==> config.mk <==
export PLATFORM = sky130hd
export DESIGN_NAME = uart_mem_loader
export DESIGN_NICKNAME = d
export VERILOG_FILES = /design/src/rtl/uart_mem_loader.sv
export SDC_FILE = /design/constraint.sdc
export NUM_CORES = 1
export LEC_CHECK = 0
export BUFFER_PORTS_ARGS = -buffer_cell sky130_fd_sc_hd__buf_2
export CAP_MARGIN = 40
export CORE_MARGIN = 2
export CORE_UTILIZATION = 67
export CTS_BUF_LIST = sky130_fd_sc_hd__clkbuf_4
export DETAILED_ROUTE_END_ITERATION = 12
export PLACE_DENSITY = 0.88
export SYNTH_ARGS = -nofsm -noshare
export SYNTH_HDL_FRONTEND = slang
export SYNTH_SLANG_ARGS = --single-unit
==> constraint.sdc <==
create_clock -name clk -period 4.67 [get_ports clk]
set_input_delay 0.7005 -clock clk [delete_from_list [all_inputs] [get_ports clk]]
set_output_delay 0.7005 -clock clk [all_outputs]
set_load 0.02 [all_outputs]
==> src/rtl/uart_mem_loader.sv <==
// uart_mem_loader: receives 8N1 bytes on rx, packs them little-endian into
// WORD_BYTES-wide words and writes them to consecutive byte addresses.
// The load ends after DEPTH words, or after an idle timeout once data has
// arrived. Optional end-of-load XOR checksum: define UART_LOADER_CHECKSUM_EN.
module uart_mem_loader #(
  parameter int unsigned CLK_FREQ     = 100_000_000,
  parameter int unsigned BAUD         = 115200,
  parameter int unsigned WORD_BYTES   = 4,
  parameter int unsigned DEPTH        = 16384,
  parameter int unsigned ADDR_W       = 32,
  parameter int unsigned BASE_ADDR    = 0,
  parameter int unsigned TIMEOUT_BITS = 0
) (
  input  logic                    clk,
  input  logic                    rst,
  input  logic                    rx,
  output logic                    wr_en,
  output logic [ADDR_W-1:0]       wr_addr,
  output logic [8*WORD_BYTES-1:0] wr_data,
  output logic                    busy,
  output logic                    done,
  output logic                    frame_err,
  output logic                    chk_err
);

  localparam int unsigned DIV     = CLK_FREQ / BAUD;
  localparam int unsigned HALF    = DIV / 2;
  localparam int unsigned TO_CLKS = TIMEOUT_BITS * DIV;
  localparam int unsigned W       = 8 * WORD_BYTES;

  localparam logic [1:0] RX_IDLE  = 2'd0;
  localparam logic [1:0] RX_START = 2'd1;
  localparam logic [1:0] RX_DATA  = 2'd2;
  localparam logic [1:0] RX_STOP  = 2'd3;

  localparam logic [1:0] LD_RUN  = 2'd0;
`ifdef UART_LOADER_CHECKSUM_EN
  localparam logic [1:0] LD_CHK  = 2'd1;
`endif
  localparam logic [1:0] LD_DONE = 2'd2;

  logic              rx_s1, rx_s2, rx_d;
  logic [1:0]        rx_st;
  logic [31:0]       cnt;
  logic [2:0]        bit_idx;
  logic [7:0]        shreg;
  logic [1:0]        ld_st;
  logic [W-1:0]      word_acc, word_next;
  logic [3:0]        byte_cnt;
  logic [31:0]       wcnt;
  logic [ADDR_W-1:0] addr_cnt;
  logic              got_byte;
  logic [31:0]       tmr;
  logic              start_ok, byte_ok, last_byte, last_word, timeout_hit;
`ifdef UART_LOADER_CHECKSUM_EN
  logic [7:0]        xsum;
`else
  assign chk_err = 1'b0;
`endif

  // Two-flop synchroniser plus a delayed copy for falling-edge detection.
  always_ff @(posedge clk) begin
    if (rst) begin
      rx_s1 <= 1'b1;
      rx_s2 <= 1'b1;
      rx_d  <= 1'b1;
    end else begin
      rx_s1 <= rx;
      rx_s2 <= rx_s1;
      rx_d  <= rx_s2;
    end
  end

  assign start_ok  = (rx_st == RX_START) && (cnt == 32'(HALF - 1)) && !rx_s2;
  assign byte_ok   = (rx_st == RX_STOP) && (cnt == 32'(DIV - 1)) && rx_s2;
  assign last_byte = (byte_cnt == 4'(WORD_BYTES - 1));
  assign last_word = (wcnt == 32'(DEPTH - 1));
  assign timeout_hit = (TIMEOUT_BITS != 0) && (ld_st == LD_RUN) && got_byte &&
                       (rx_st == RX_IDLE) && (tmr == 32'(TO_CLKS - 1));

  // Insert the incoming byte into its lane of the word being assembled.
  always_comb begin
    word_next = word_acc;
    for (int unsigned k = 0; k < WORD_BYTES; k++) begin
      if (byte_cnt == 4'(k)) word_next[8*k +: 8] = shreg;
    end
  end

  // Serial receiver: start-bit validation at half period, 8 data bits, stop bit.
  always_ff @(posedge clk) begin
    if (rst) begin
      rx_st     <= RX_IDLE;
      cnt       <= '0;
      bit_idx   <= '0;
      shreg     <= '0;
      frame_err <= 1'b0;
    end else begin
      case (rx_st)
        RX_IDLE: begin
          cnt <= '0;
          if (rx_d && !rx_s2) rx_st <= RX_START;
        end
        RX_START: begin
          if (cnt == 32'(HALF - 1)) begin
            cnt     <= '0;
            bit_idx <= '0;
            rx_st   <= rx_s2 ? RX_IDLE : RX_DATA;
          end else cnt <= cnt + 32'd1;
        end
        RX_DATA: begin
          if (cnt == 32'(DIV - 1)) begin
            cnt     <= '0;
            shreg   <= {rx_s2, shreg[7:1]};
            bit_idx <= bit_idx + 3'd1;
            if (bit_idx == 3'd7) rx_st <= RX_STOP;
          end else cnt <= cnt + 32'd1;
        end
        default: begin
          if (cnt == 32'(DIV - 1)) begin
            cnt   <= '0;
            rx_st <= RX_IDLE;
            if (!rx_s2) frame_err <= 1'b1;
          end else cnt <= cnt + 32'd1;
        end
      endcase
    end
  end

  // Load control: word assembly, write strobes, idle timeout and termination.
  always_ff @(posedge clk) begin
    if (rst) begin
      ld_st    <= LD_RUN;
      wr_en    <= 1'b0;
      wr_addr  <= '0;
      wr_data  <= '0;
      busy     <= 1'b0;
      done     <= 1'b0;
      word_acc <= '0;
      byte_cnt <= '0;
      wcnt     <= '0;
      addr_cnt <= ADDR_W'(BASE_ADDR);
      got_byte <= 1'b0;
      tmr      <= '0;
`ifdef UART_LOADER_CHECKSUM_EN
      xsum     <= '0;
      chk_err  <= 1'b0;
`endif
    end else begin
      wr_en <= 1'b0;
      if (start_ok && ld_st != LD_DONE) busy <= 1'b1;
      // done/busy follow the state one cycle late so done trails the last strobe.
      if (ld_st == LD_DONE) begin
        done <= 1'b1;
        busy <= 1'b0;
      end
      if (rx_st == RX_IDLE && ld_st == LD_RUN && got_byte) tmr <= tmr + 32'd1;
      else tmr <= '0;

      case (ld_st)
        LD_RUN: begin
          if (byte_ok) begin
            got_byte <= 1'b1;
`ifdef UART_LOADER_CHECKSUM_EN
            xsum <= xsum ^ shreg;
`endif
            if (last_byte) begin
              wr_en    <= 1'b1;
              wr_addr  <= addr_cnt;
              wr_data  <= word_next;
              word_acc <= '0;
              byte_cnt <= '0;
              wcnt     <= wcnt + 32'd1;
              addr_cnt <= addr_cnt + ADDR_W'(WORD_BYTES);
`ifdef UART_LOADER_CHECKSUM_EN
              if (last_word) ld_st <= LD_CHK;
`else
              if (last_word) ld_st <= LD_DONE;
`endif
            end else begin
              word_acc <= word_next;
              byte_cnt <= byte_cnt + 4'd1;
            end
          end else if (timeout_hit) begin
            // Unfilled upper lanes of word_acc are still zero.
            if (byte_cnt != 4'd0) begin
              wr_en    <= 1'b1;
              wr_addr  <= addr_cnt;
              wr_data  <= word_acc;
              word_acc <= '0;
              byte_cnt <= '0;
            end
            ld_st <= LD_DONE;
          end
        end
`ifdef UART_LOADER_CHECKSUM_EN
        LD_CHK: begin
          if (byte_ok) begin
            chk_err <= (shreg != xsum);
            ld_st   <= LD_DONE;
          end
        end
`endif
        default: ;
      endcase
    end
  end

endmodule

==> results.json, run 1 <==
{
  "r2r_slack_ns": 1.27,
  "fin_nets": 1144,
  "grt_pass1_wl_um": 32800,
  "holdBufCountCts": 0,
  "postCtsResizedCells": 0,
  "ys_types": 56,
  "via_count": 8012,
  "worstSetupPathType": "reg2reg",
  "filler_cell_count": 972,
  "critPathBufInv": 2,
  "pre_cts_slack_ns": 1.293,
  "ys_seq_area_share_pct": 45.93,
  "antenna_found_initial": 0,
  "yosys-top-cells-area": "dfxtp_1 46%, a21oi_1 5.2%, nor2_1 5.0%",
  "finalPower_w": 0.003172,
  "maxCapViolCount": 0,
  "cts_buffers": 51,
  "wire_per_inst_um": 14.42,
  "io_pins": 72,
  "end_kind": "register",
  "critPathMaxFanout": 39,
  "initial_core_util_pct": 68.01,
  "max_slew_margin_pct": 48.27,
  "die_w_um": 119.5,
  "syn_to_final_growth_pct": 10.57,
  "die_h_um": 119.5,
  "yosysMostFrequentCell": "dfxtp_1",
  "viasPerCell": 5.979,
  "hold_viol_final": 0,
  "rr_worst_depth": 8,
  "r2r-end": "addr_cnt[13]$_SDFFE_PP0P_",
  "setup_ws_ns": 1.270,
  "slew_viol_final": 0,
  "tns_ns": 0,
  "fin_crit_sh_pct": 72.81,
  "setup_viol_count_final": 0,
  "core_area_mm2": 0.01314,
  "cts_tree": "done",
  "cts_max_level": 2,
  "min_from": "rx",
  "grt_pass1_vias": 7166,
  "hold_path_class": "in2reg",
  "ys_seq_elements": 205,
  "outcome": "complete, no violations",
  "clk_latency_ns": 0.65,
  "drtIter0Drc": 828,
  "worstMarginPinSlew_ns": 0.7760,
  "power.leakage_nw": 3.338,
  "crit_family": "simple AND/OR/NAND/NOR gates",
  "grt.total_usage_pct": 27.01,
  "rows": 42,
  "drt_first_pass_iters": 5,
  "portBuffers": 68,
  "worstSetupStartpointType": "register",
  "dp_hpwl_um": 12380,
  "rsz0062_at_grt": "false",
  "ys_top_cells_by_count": "205 x dfxtp_1, 120 x nor2_1, 119 x nand2_1",
  "drive_gt1_share_pct": 14.69,
  "drc": 0,
  "synth.largest_area_cell": "dfxtp_1",
  "antenna_cells": 0,
  "place.gp.congestion": 0.8316,
  "cts_max_path_buffers": 3,
  "overflow": 0,
  "whs_endpoint": "rx_s1$_SDFF_PP1_",
  "dieArea_mm2": 0.01428,
  "worstReg2RegStart": "byte_cnt[0]$_SDFFE_PP0P_",
  "crit_chain": "ha_1 -> nor3b_2 -> nand4_1 -> buf_4 -> or3_2 -> buf_4 -> or4_1 -> a21oi_1",
  "syn_avg_cell_area_um2": 8.335,
  "cts_root_buffer": "clkbuf_4",
  "grt_start_max_net_pins": 77,
  "required_ns": 5.24,
  "ir_drop_mv": 0.1935,
  "cp_common_cell": "buf_4",
  "cp_slowest_stage_delay_ns": 0.78,
  "max_freq_mhz": 294.1,
  "wl_um": 19330,
  "synth-edff-count": 0,
  "synth_flop_cell": "dfxtp_1",
  "finalClockSkew_ns": 0.03227,
  "syn_area_mm2": 0.008935,
  "critPathSlowestCell": "or3_2",
  "cts.sinks": 205,
  "period_minus_slack_ns": 3.400,
  "ant_nets": 0,
  "post_cts_buffers": 0,
  "power.density_mw_per_mm2": 321.1,
  "synthCells": 1072,
  "clk_pin_slew_ns": 0.07,
  "hold_path_depth": 2,
  "async_flop_share_pct": 0,
  "yosys_warnings": 0,
  "yosys.area.top_type_share_pct": 45.93,
  "cp.arrival_ns": 3.97
}
stage by stage:
stage                     hold WS [ns]  cell area (um^2)  util, %  instances
after floorplan                 0.3895              8942        -       1074
after global placement          0.3935              9266    70.53       1252
final                           0.2560              9879    75.20       1340
after detailed placement        0.4149              9289    70.70       1254
after CTS                       0.2309              9879    75.20       1340
after global routing            0.2548              9879    75.20       1340
registers in the layout, summed over array words and instances, names as in the netlist:
register	flops
rx_s1	1
addr_cnt	30
wr_data	32
rx_st	2
rx_s2	1
frame_err	1
rx_d	1
wr_en	1
wcnt	32
bit_idx	3
cnt	32
wr_addr	30
busy	1
done	1
byte_cnt	4
word_acc	24
ld_st	1
shreg	8
power breakdown:
| group | internal (W) | leakage, nW | switching (W) | total [W] |
|---|---|---|---|---|
| Clock | 0.000696 | 0.353 | 0.000686 | 0.00138 |
| Sequential | 0.00175 | 1.65 | 0.00000219 | 0.00175 |
| Combinational | 0.00000701 | 1.33 | 0.0000307 | 0.0000377 |
| Total | 0.00245 | 3.34 | 0.000719 | 0.00317 |
worst reg2reg max path, cell delays in order (launching register included):
cell and delay (ns):
dfxtp_1 0.40, ha_1 0.23, nor3b_2 0.46, nand4_1 0.16
buf_4 0.23, or3_2 0.79, buf_4 0.39, or4_1 0.53
a21oi_1 0.16
layout make-up:
class                   count  area (um^2)  area share (%)
clock inverters            15        57.56          0.5826
clock buffers              71        533.0           5.395
repair buffers             79        432.9           4.382
flip-flops and latches    205         4104           41.54
multi-input cells         760         4404           44.58
well taps                 176        220.2           2.229
inverters                  34        127.6           1.292
routing by layer:
| metal | vias to the layer above | track usage [%] | part of all wire [%] |
|---|---|---|---|
| li1 | 3938 | - | - |
| met1 | 3760 | 36.64 | 45 |
| met2 | 281 | 43.43 | 46 |
| met5 | - | 0 | 0 |
| met3 | 33 | 5.220 | 6.5 |
| met4 | 0 | 8.971 | 1.7 |
how the worst max path moves through the flow:
| stage | from | endpoint | depth (start not counted) | slack (ns) |
|---|---|---|---|---|
| 2_1_floorplan | wcnt[0]$_SDFFE_PP0P_ | wcnt[26]$_SDFFE_PP0P_ | 6 | 2.29 |
| 3_3_place_gp | byte_cnt[0]$_SDFFE_PP0P_ | addr_cnt[13]$_SDFFE_PP0P_ | 8 | 1.45 |
| 3_5_place_dp | byte_cnt[0]$_SDFFE_PP0P_ | addr_cnt[13]$_SDFFE_PP0P_ | 8 | 1.29 |
| 4_1_cts | byte_cnt[0]$_SDFFE_PP0P_ | addr_cnt[13]$_SDFFE_PP0P_ | 8 | 1.30 |
| 5_1_grt | byte_cnt[1]$_SDFFE_PP0P_ | addr_cnt[13]$_SDFFE_PP0P_ | 8 | 1.10 |
| 6_report | byte_cnt[0]$_SDFFE_PP0P_ | addr_cnt[13]$_SDFFE_PP0P_ | 8 | 1.27 |
cells in the final DEF (no fill, tap or decap), types with 34 or more instances in the layout:
| master | netlist | layout |
|---|---|---|
| nor2_1 | 120 | 120 |
| clkbuf_4 | 0 | 71 |
| buf_2 | 10 | 67 |
| inv_1 | 34 | 34 |
| a21oi_1 | 93 | 93 |
| dfxtp_1 | 205 | 205 |
| nand4_1 | 43 | 43 |
| o21ai_0 | 34 | 34 |
| nand2_1 | 119 | 119 |
| nand3_1 | 40 | 40 |
kinds of logic after synthesis:
kind of cell,Yosys count,share of synthesized area [%]
mux,17,1.918
compound gates,192,12.93
xor+xnor,51,4.999
simple gates,487,27.85
buf+inv,109,4.929
fa+ha+maj,10,1.400
flops,205,45.93
other cells,1,0.04197
Power figures use the tool's default switching activity.
==> run 2: changes to the inputs <==
ABC_AREA = 1   (was unset)
CORE_UTILIZATION = 56   (was 67)
PLACE_DENSITY = 0.78   (was 0.88)
clock period = 3 ns   (was 4.67 ns; I/O delays follow)
==> results.json, run 2 <==
{
  "grt_start_max_net_pins": 77,
  "required_ns": 3.53,
  "cp.arrival_ns": 2.98,
  "initial_core_util_pct": 56.93,
  "cts_tree": "done",
  "antenna_found_initial": 0,
  "largestRegisters": "cnt (32), wcnt (32), wr_data (32)",
  "synth_flop_cell": "dfxtp_1",
  "r2r_slack_ns": 0.55,
  "rows": 48,
  "maxCapViolCount": 0,
  "power.leakage_nw": 4.482,
  "grt_pass1_wl_um": 38580,
  "synth-edff-count": 0,
  "rr_worst_depth": 10,
  "cp_slowest_stage_delay_ns": 0.47,
  "critPathSlowestCell": "nand2_1",
  "grt.total_usage_pct": 24.84,
  "wl_um": 22850,
  "final_cell_mix": "408 x nor2_1, 249 x nand2_1, 205 x dfxtp_1",
  "crit_chain": "ha_1 -> nand2_1 -> nor2_2 -> nand2_2 -> nor2_4 -> nand3_1 -> nor2_1 -> nand2_1 -> o21ai_0 -> nor2_1",
  "die_h_um": 136.2,
  "critPathMaxFanout": 21,
  "end_kind": "register",
  "via_count": 9397,
  "finalClockSkew_ns": 0.05291,
  "tns_ns": 0,
  "outcome": "complete, no violations",
  "cts_max_path_buffers": 3,
  "core_area_mm2": 0.01718,
  "cts_max_level": 2,
  "ys_seq_elements": 205,
  "worstReg2RegStart": "cnt[0]$_SDFF_PP0_",
  "hold_path_depth": 3,
  "drive_gt1_share_pct": 12.08,
  "yosysMostFrequentCell": "nor2_1",
  "ir_drop_mv": 0.3321,
  "dp_hpwl_um": 15280,
  "wire_per_inst_um": 12.71,
  "r2r-end": "wr_addr[29]$_SDFFE_PP0P_",
  "crit_family": "simple AND/OR/NAND/NOR gates",
  "hold_viol_final": 0,
  "post_cts_buffers": 0,
  "post-route-util_pct": 63.32,
  "worstSetupPathType": "reg2reg",
  "hold_path_class": "in2reg",
  "portBuffers": 68,
  "ys_types": 40,
  "yosys_warnings": 0,
  "drt_first_pass_iters": 5,
  "async_flop_share_pct": 0,
  "whs_endpoint": "word_acc[3]$_SDFFE_PP0P_",
  "postCtsResizedCells": 0,
  "antenna_cells": 0,
  "power.density_mw_per_mm2": 483.0,
  "fin_area_mm2": 0.01088,
  "dieArea_mm2": 0.01854,
  "rsz0062_at_grt": "false",
  "cts_root_buffer": "clkbuf_4",
  "drc": 0,
  "pre_cts_slack_ns": 0.5751,
  "yosys.area.top_type_share_pct": 41.97,
  "postPlaceCellArea_mm2": 0.01019,
  "cts_buffers": 53,
  "synth.largest_area_cell": "dfxtp_1",
  "setup_ws_ns": 0.5489,
  "place.gp.congestion": 0.9184,
  "setup_viol_count_final": 0,
  "fin_nets": 1546,
  "io_pins": 72,
  "yosys-top-cells-area": "dfxtp_1 42%, nor2_1 16%, nand2_1 9.6%",
  "worstSetupStartpointType": "register",
  "fin_crit_sh_pct": 81.70,
  "clk_latency_ns": 0.69,
  "die_w_um": 136.2,
  "overflow": 0,
  "worstMarginPinSlew_ns": 0.7572,
  "period_minus_slack_ns": 2.451,
  "clk_pin_slew_ns": 0.07,
  "cts.sinks": 205,
  "min_from": "rst",
  "critPathBufInv": 0,
  "max_freq_mhz": 408.0,
  "syn_avg_cell_area_um2": 6.712,
  "viasPerCell": 5.226,
  "max_slew_margin_pct": 49.40,
  "ys_top_cells_by_count": "409 x nor2_1, 249 x nand2_1, 205 x dfxtp_1",
  "ant_nets": 0,
  "slew_viol_final": 0,
  "syn_area_mm2": 0.009779,
  "final_common_cell": "nor2_1",
  "synthCells": 1457,
  "drtIter0Drc": 621,
  "grt_pass1_vias": 8527,
  "syn_to_final_growth_pct": 11.21,
  "ys_seq_area_share_pct": 41.97
}
## run 2: changes by cell type after synthesis, moves of 17 or more
cell,before,now
clkbuf_1,57,27
a211oi_1,27,1
nor2_1,120,409
nand4_1,43,22
inv_1,34,101
nand2_1,119,249
nor4_1,32,6
or3_1,25,0
a21oi_1,93,76
nor3_1,24,42
nand3_1,40,74
o21ai_0,34,111
## run 2: timing repair
action,4_1_cts,5_1_grt
setup endpoints to repair,0,0
hold buffers,1,0
endpoints found under the hold margin,1,0
## run 2: layout make-up
class	instances	area, um^2
Inverter	105	395.4
Multi-Input combinational cell	1082	4915
Timing Repair Buffer	86	503.0
Clock inverter	12	53.80
Fill cell	1667	6301
Tap cell	225	281.5
Sequential cell	205	4104
Clock buffer	83	623.1
## run 2: cells by family (layout without fill, tap and decap cells)
group / after synthesis / count (layout) / share of synthesized area [%]
other: 1 / 3 / 0.03835
adder cells (fa/ha/maj): 10 / 10 / 1.279
AO/OA/AOI/OAI: 208 / 208 / 10.79
AND/OR/NAND/NOR: 827 / 827 / 34.97
XOR/XNOR: 31 / 31 / 2.776
buffers and inverters: 172 / 286 / 7.881
flip-flops: 205 / 205 / 41.97
multiplexers: 3 / 3 / 0.3071
## run 2: how the worst max path moves through the flow
| stage | end | cells after the start | slack (ns) | startpoint |
|---|---|---|---|---|
| 6_report | wr_addr[29]$_SDFFE_PP0P_ | 10 | 0.55 | cnt[0]$_SDFF_PP0_ |
| 5_1_grt | wr_addr[29]$_SDFFE_PP0P_ | 10 | 0.21 | cnt[0]$_SDFF_PP0_ |
| 4_1_cts | addr_cnt[7]$_SDFFE_PP0P_ | 10 | 0.54 | cnt[0]$_SDFF_PP0_ |
| 3_5_place_dp | addr_cnt[14]$_SDFFE_PP0P_ | 10 | 0.58 | cnt[0]$_SDFF_PP0_ |
| 3_3_place_gp | addr_cnt[21]$_SDFFE_PP0P_ | 10 | 0.71 | cnt[0]$_SDFF_PP0_ |
| 2_1_floorplan | wr_data[16]$_SDFFE_PP0P_ | 12 | 1.18 | cnt[0]$_SDFF_PP0_ |
## run 2: stage by stage
step / instances / hold WS [ns] / power [W]
after floorplan: 1459 / 0.3895 / 0.002897
after global placement: 1702 / 0.3925 / 0.002919
after detailed placement: 1702 / 0.3942 / 0.002921
after CTS: 1798 / 0.2756 / 0.005324
after global routing: 1798 / 0.3016 / 0.005478
final: 1798 / 0.3099 / 0.005252
## run 2: layer usage
metal / up-vias / track usage, % / share of wire, %
li1: 4849 / - / -
met1: 4295 / 33.49 / 48
met2: 222 / 39.87 / 45
met3: 31 / 4.623 / 5.0
met4: 0 / 8.796 / 1.8
met5: - / 0 / 0
## run 2: power by group
| group | switching [W] | leakage, nW | total [W] | internal (W) |
|---|---|---|---|---|
| Clock | 0.00114 | 0.405 | 0.00239 | 0.00125 |
| Combinational | 0.0000911 | 2.43 | 0.000126 | 0.0000347 |
| Sequential | 0.00000668 | 1.65 | 0.00273 | 0.00273 |
## run 2: tightest hold or removal path: stages
cell    delay (ns)
buf_2         0.11
buf_4         0.26
nor2_1        0.14
